**config.mk**
```make
export PLATFORM = sky130hd
export DESIGN_NAME = fifo_ctrl_8x32
export DESIGN_NICKNAME = d
export VERILOG_FILES = /design/src/rtl/fifo_ctrl_8x32_pkg.sv /design/src/rtl/fifo_out_skid.sv /design/src/rtl/fifo_ctrl_8x32.sv
export SDC_FILE = /design/constraint.sdc
export NUM_CORES = 1
export LEC_CHECK = 0
export ABC_AREA = 1
export ABC_CLOCK_PERIOD_IN_PS = 4000
export BUFFER_PORTS_ARGS = -buffer_cell sky130_fd_sc_hd__clkbuf_2
export CELL_PAD_IN_SITES_DETAIL_PLACEMENT = 0
export CELL_PAD_IN_SITES_GLOBAL_PLACEMENT = 1
export CORE_UTILIZATION = 36
export CTS_BUF_LIST = sky130_fd_sc_hd__clkbuf_16
export CTS_CLUSTER_SIZE = 8
export DETAILED_ROUTE_END_ITERATION = 7
export HOLD_SLACK_MARGIN = 0.15
export PLACE_DENSITY_LB_ADDON = 0.08
export SETUP_SLACK_MARGIN = 0.05
export SLEW_MARGIN = 30
export SYNTH_ARGS = -nofsm -noshare
export SYNTH_HDL_FRONTEND = slang
export SYNTH_SLANG_ARGS = --single-unit
```
**constraint.sdc**
```tcl
create_clock -name clk -period 4 [get_ports clk]
set_clock_uncertainty 0.1 [all_clocks]
set_input_delay 0.6 -clock clk [delete_from_list [all_inputs] [get_ports clk]]
set_output_delay 0.6 -clock clk [all_outputs]
set_load 0.005 [all_outputs]
```
**src/rtl/fifo_ctrl_8x32_pkg.sv**
```systemverilog
// Shared sizing and types for the router input-port FIFO controller.
// Holds the default flit/address widths, RAM depth and counter widths.
package fifo_ctrl_8x32_pkg;

  localparam int DEF_DATA_WIDTH = 32;
  localparam int DEF_ADDR_WIDTH = 3;
  localparam int DEF_RAM_SIZE   = 8;
  localparam int FIFO_CNT_WIDTH = 4;
  localparam int OB_CNT_WIDTH   = 2;

  typedef logic [OB_CNT_WIDTH-1:0] ob_cnt_t;

endpackage

```
**src/rtl/fifo_out_skid.sv**
```systemverilog
// Two-entry output buffer (head + skid) behind the registered RAM read.
// Ports: cap_en/cap_data capture, pop removes head, out_valid/out_data, ob_cnt.
module fifo_out_skid
  import fifo_ctrl_8x32_pkg::*;
#(
  parameter int DATA_WIDTH = DEF_DATA_WIDTH
) (
  input  logic                  clk,
  input  logic                  rst_n,
  input  logic                  cap_en,
  input  logic [DATA_WIDTH-1:0] cap_data,
  input  logic                  pop,
  output logic                  out_valid,
  output logic [DATA_WIDTH-1:0] out_data,
  output ob_cnt_t               ob_cnt
);

  logic [DATA_WIDTH-1:0] head_q;
  logic [DATA_WIDTH-1:0] skid_q;
  logic [DATA_WIDTH-1:0] head_d;
  logic [DATA_WIDTH-1:0] skid_d;
  ob_cnt_t               cnt_d;
  ob_cnt_t               rem;

  always_comb begin
    head_d = head_q;
    skid_d = skid_q;
    rem    = ob_cnt - ob_cnt_t'(pop);
    cnt_d  = ob_cnt + ob_cnt_t'(cap_en) - ob_cnt_t'(pop);
    if (pop && ob_cnt == 2'd2) begin
      head_d = skid_q;
    end
    // Land in the head only if the buffer is empty once this pop is done.
    if (cap_en) begin
      unique case (1'b1)
        (rem == '0): head_d = cap_data;
        default:     skid_d = cap_data;
      endcase
    end
  end

  always_ff @(posedge clk or negedge rst_n) begin
    if (!rst_n) begin
      head_q <= '0;
      skid_q <= '0;
      ob_cnt <= '0;
    end else begin
      head_q <= head_d;
      skid_q <= skid_d;
      ob_cnt <= cnt_d;
    end
  end

  assign out_valid = (ob_cnt != '0);
  assign out_data  = head_q;

endmodule

```
**src/rtl/fifo_ctrl_8x32.sv**
```systemverilog
// FIFO controller in front of ram_8x32: pointers, occupancy, RAM strobes.
// Ports: in_* / out_* valid-ready streams, ram_* to the RAM, fifo_cnt total.
module fifo_ctrl_8x32
  import fifo_ctrl_8x32_pkg::*;
#(
  parameter int DATA_WIDTH = DEF_DATA_WIDTH,
  parameter int ADDR_WIDTH = DEF_ADDR_WIDTH,
  parameter int RAM_SIZE   = DEF_RAM_SIZE
) (
  input  logic                      clk,
  input  logic                      rst_n,
  input  logic                      in_valid,
  output logic                      in_ready,
  input  logic [DATA_WIDTH-1:0]     in_data,
  output logic                      out_valid,
  input  logic                      out_ready,
  output logic [DATA_WIDTH-1:0]     out_data,
  output logic                      ram_wr_en,
  output logic [ADDR_WIDTH-1:0]     ram_wr_addr,
  output logic [DATA_WIDTH-1:0]     ram_wr_data,
  output logic                      ram_rd_en,
  output logic [ADDR_WIDTH-1:0]     ram_rd_addr,
  input  logic [DATA_WIDTH-1:0]     ram_rd_data,
  output logic [FIFO_CNT_WIDTH-1:0] fifo_cnt
);

  localparam logic [FIFO_CNT_WIDTH-1:0] RAM_FULL =
    FIFO_CNT_WIDTH'(RAM_SIZE);

  logic [ADDR_WIDTH-1:0]     wr_ptr;
  logic [ADDR_WIDTH-1:0]     rd_ptr;
  logic [FIFO_CNT_WIDTH-1:0] ram_cnt;
  logic                      rd_pend;
  logic                      pop;
  ob_cnt_t                   ob_cnt;
  logic [OB_CNT_WIDTH:0]     ob_after;

  assign in_ready    = (ram_cnt != RAM_FULL);
  assign ram_wr_en   = in_valid & in_ready;
  assign ram_wr_addr = wr_ptr;
  assign ram_wr_data = in_data;

  assign pop = out_valid & out_ready;

  // Buffer occupancy once this cycle's capture and pop settle; a new
  // read is only issued if its data is sure to find a free slot.
  assign ob_after = {1'b0, ob_cnt}
                  + (OB_CNT_WIDTH+1)'(rd_pend)
                  - (OB_CNT_WIDTH+1)'(pop);

  assign ram_rd_en   = (ram_cnt != '0) & (ob_after < 3'd2);
  assign ram_rd_addr = rd_ptr;

  assign fifo_cnt = ram_cnt
                  + FIFO_CNT_WIDTH'(rd_pend)
                  + FIFO_CNT_WIDTH'(ob_cnt);

  always_ff @(posedge clk or negedge rst_n) begin
    if (!rst_n) begin
      wr_ptr  <= '0;
      rd_ptr  <= '0;
      ram_cnt <= '0;
      rd_pend <= 1'b0;
    end else begin
      if (ram_wr_en) wr_ptr <= wr_ptr + ADDR_WIDTH'(1);
      if (ram_rd_en) rd_ptr <= rd_ptr + ADDR_WIDTH'(1);
      ram_cnt <= ram_cnt
               + FIFO_CNT_WIDTH'(ram_wr_en)
               - FIFO_CNT_WIDTH'(ram_rd_en);
      rd_pend <= ram_rd_en;
    end
  end

  fifo_out_skid #(
    .DATA_WIDTH(DATA_WIDTH)
  ) u_skid (
    .clk      (clk),
    .rst_n    (rst_n),
    .cap_en   (rd_pend),
    .cap_data (ram_rd_data),
    .pop      (pop),
    .out_valid(out_valid),
    .out_data (out_data),
    .ob_cnt   (ob_cnt)
  );

endmodule

```
==> reports/qor.log <==
INFO  yosys          synthesis.nets=586
INFO  yosys          synth.cell_area=4040µm²
INFO  worst_setup_path timing.critical_path.fanout_max=33
INFO  final_layout   post_synthesis_to_final_layout_area_growth=14.43%
INFO  clocking       postCtsHoldBufs=0
INFO  final_layout   finalInstanceArea=4623µm²
INFO  drt            route.final.wire_length=9.969mm
INFO  worst_setup_path critical_path.max_stage_delay=0.51ns
INFO  final_layout   antenna_cells_inserted=0
INFO  power          vdd.ir_drop.worst=0.4040mV
INFO  clocking       root_buf_cell=sky130_fd_sc_hd__clkbuf_16
INFO  clocking       numCtsBuffers=9
INFO  final_layout   nets=625
INFO  timing         fin_ws=0.7142ns
INFO  worst_setup_path crit_path_frequent_cell=sky130_fd_sc_hd__inv_1
INFO  worst_setup_path cp-start-kind=flop
INFO  yosys          synth.top_cell.area_share=47.69%
INFO  grt            grt_residual_overflow=0
INFO  clocking       clock_tree.buffer_depth=2
INFO  power          leakagePower=2.611nW
INFO  floorplanning  die-width=107.9µm
INFO  power          power.density=903.0nW/µm²
INFO  min_path       min_path_type=in -> async
INFO  final_layout   post_layout_nonfiller_instances=687
INFO  placement      hpwlAfterDp=5.949mm
INFO  floorplanning  chipHeight=107.9µm
INFO  timing         finalMaxSlewViolations=0
INFO  floorplanning  core.rowCount=38
INFO  timing         holdWs=0.1827ns
INFO  timing         achievable-frequency=0.3043GHz
INFO  clocking       post_cts.resized_instances=0
INFO  yosys          yosys_most_used_dff=sky130_fd_sc_hd__dfrtp_1
INFO  timing         final_clock_period_utilization_by_the_worst_path=82.14%
INFO  placement      numPlacedInstances=671
INFO  floorplanning  die_area=11650µm²
INFO  clocking       cts.clk_slew.worst_paths=0.06ns
INFO  floorplanning  num_io_pins=146
INFO  clocking       clock_tree_from_tritoncts=built
INFO  worst_setup_path worst_setup_path_end_kind=flop
INFO  floorplanning  start_util=37.11%
INFO  worst_setup_path timing.critical_path.max_delay_family=adder cells
INFO  yosys          synth_edf_count=0
INFO  placement      port-buffer-count=81
INFO  clocking       ctsHtreeMaxLevel=3
INFO  final_layout   drive_above_1_share=19.93%
INFO  timing         totalNegativeSetupSlack=0ns
INFO  clocking       clkSinkCount=77
INFO  floorplanning  core_area=10890µm²
INFO  drt            drt.antenna.violating_nets=0
INFO  run            max_cap_violations=0
INFO  worst_setup_path critical_path_class=reg -> reg
INFO  timing         relSlewSlack=50.74%
INFO  drt            detail_route.iter0.violations=168
INFO  worst_setup_path critPathBufInv=4
INFO  yosys          ys_async_sr_fraction=100.0%
INFO  outcome        outcome=finished, final reports clean
INFO  power          totalPowerFinal=4.175mW
INFO  yosys          synth_area_leader_cell=sky130_fd_sc_hd__dfrtp_1
INFO  yosys          synth_most_common_cell=sky130_fd_sc_hd__nand2_1
INFO  yosys          syn-mean-instance-area=8.032µm²
INFO  worst_setup_path cp_cell_sequence=nand2_1, nor2_4, buf_4, fa_1, inv_1, nor2_1, nand3_1, inv_1, ha_1, inv_1, ha_1, fa_1, xor2_1
INFO  yosys          synth.lib_cells_used.distinct=21
INFO  worst_setup_path critPathSlowestCell=sky130_fd_sc_hd__dfrtp_1
INFO  timing         timing.final.setup_violations=0
INFO  clocking       post-cts-setup-buffer-count=0
INFO  worst_setup_path setup.reg_to_reg.worst_slack=0.71ns
INFO  grt            global_route.usage.total=18.86%
INFO  yosys          cell_types_occupying_the_most_area_after_synthesis=sky130_fd_sc_hd__dfrtp_1, sky130_fd_sc_hd__nand2_1, sky130_fd_sc_hd__buf_4
INFO  yosys          post_synthesis_sequential_area_ratio=47.69%
INFO  timing         final-hold-violation-count=0
INFO  final_layout   final_util=42.46%
INFO  clocking       clk-insertion-delay-late=0.33ns
INFO  grt            grt_first_pass_wirelength=16.77mm
INFO  placement      gp_congestion=0.7434
INFO  timing         max_slew.worst_pin.slew=0.7389ns
INFO  grt            antenna_found_initial=0
INFO  yosys          yosys_warnings=0
INFO  placement      dpl_worst_slack=0.5169ns
INFO  grt            largest_net_degree_at_the_start_of_global_routing=78
INFO  worst_setup_path worst-endpoint-required=4.12ns
INFO  yosys          ys_seq_elements=77
INFO  timing         rsz0062_at_grt=false
INFO  worst_setup_path worst_r2r_startpoint=u_skid.ob_cnt[1]
INFO  worst_setup_path cp.arrival=3.41ns
INFO  grt            number_of_global_route_vias_before_repair=3350
INFO  worst_setup_path reg2reg_depth=13
INFO  worst_setup_path r2r_end=ram_cnt[2]
INFO  yosys          synthCells=503
INFO  drt            via_count=3347
INFO  timing         layout_min_cycle_time=3.286ns
INFO  drt            detail_route.drc_violations=0
INFO  drt            drt-vias-per-instance=4.872
INFO  drt            drt_pre_antenna_iters=4
INFO  drt            wire_per_inst=14.51µm
INFO  yosys          synth_top_cells_by_count=sky130_fd_sc_hd__nand2_1, sky130_fd_sc_hd__dfrtp_1, sky130_fd_sc_hd__buf_4
INFO  placement      detailed_place.area=4307µm²
## state kept, by name, indices dropped and copies added, names as in the netlist
register and flops:
ram_cnt 4, u_skid.ob_cnt 2, ram_rd_addr 3, u_skid.skid_q 32
u_skid.out_data 32, ram_wr_addr 3, rd_pend 1
## where the power goes
group	switching (mW)	internal, mW
Combinational	1.20	0.710
Clock	0.326	0.543
Sequential	0.227	1.16
Total	1.76	2.42
## area by class of cell
class                   instances  area (µm²)
well taps                     140       175.2
fillers                      1149        6265
repair buffers                 88       464.2
clock buffers                   9       225.2
flip-flops and latches         77        1928
multi-input cells             347        1668
clock inverters                 7       91.34
inverters                      19       71.32
## cell families after synthesis
| group | count (synthesis) | share of synthesized area [%] |
|---|---|---|
| xor+xnor | 7 | 1.518 |
| buf+inv | 79 | 11.27 |
| compound gates | 2 | 0.2475 |
| fa+ha+maj | 15 | 5.389 |
| flops | 77 | 47.69 |
| simple gates | 323 | 33.88 |
## worst max path at each step
stage	from	to	slack (ns)	depth (start not counted)
finish	u_skid.ob_cnt[1]	ram_cnt[2]	0.71	13
global route	u_skid.ob_cnt[1]	ram_cnt[2]	0.48	13
CTS	u_skid.ob_cnt[1]	ram_cnt[2]	0.67	13
detailed placement	out_ready	ram_cnt[2]	0.52	14
global placement	out_ready	ram_cnt[2]	0.60	14
floorplan	out_ready	ram_cnt[2]	0.64	17
## routing by layer
layer / track usage, % / vias up / part of all wire, %
met2: 31.41 / 87 / 46
met5: 0 / - / 0
li1: - / 1647 / -
met3: 4.280 / 11 / 4.0
met4: 6.262 / 0 / 0.91
met1: 24.18 / 1602 / 49
## layout by cell type, fill, tap and decap left out, types with 2 or more instances in the layout
master | synthesis | final
sky130_fd_sc_hd__xnor2_1 | 3 | 3
sky130_fd_sc_hd__nor2_4 | 0 | 2
sky130_fd_sc_hd__clkbuf_2 | 0 | 80
sky130_fd_sc_hd__nand3_1 | 37 | 37
sky130_fd_sc_hd__dfrtp_1 | 77 | 76
sky130_fd_sc_hd__xor2_1 | 4 | 4
sky130_fd_sc_hd__inv_1 | 17 | 18
sky130_fd_sc_hd__ha_1 | 11 | 11
sky130_fd_sc_hd__nand2_1 | 242 | 242
sky130_fd_sc_hd__clkinv_1 | 1 | 2
sky130_fd_sc_hd__nand4_1 | 36 | 36
sky130_fd_sc_hd__clkinvlp_4 | 0 | 2
sky130_fd_sc_hd__nor2_1 | 3 | 3
sky130_fd_sc_hd__nand3_2 | 2 | 2
sky130_fd_sc_hd__fa_1 | 4 | 4
sky130_fd_sc_hd__bufinv_16 | 0 | 2
sky130_fd_sc_hd__buf_4 | 38 | 7
sky130_fd_sc_hd__clkbuf_16 | 0 | 9
No activity file was read; power rests on OpenSTA's default activity.
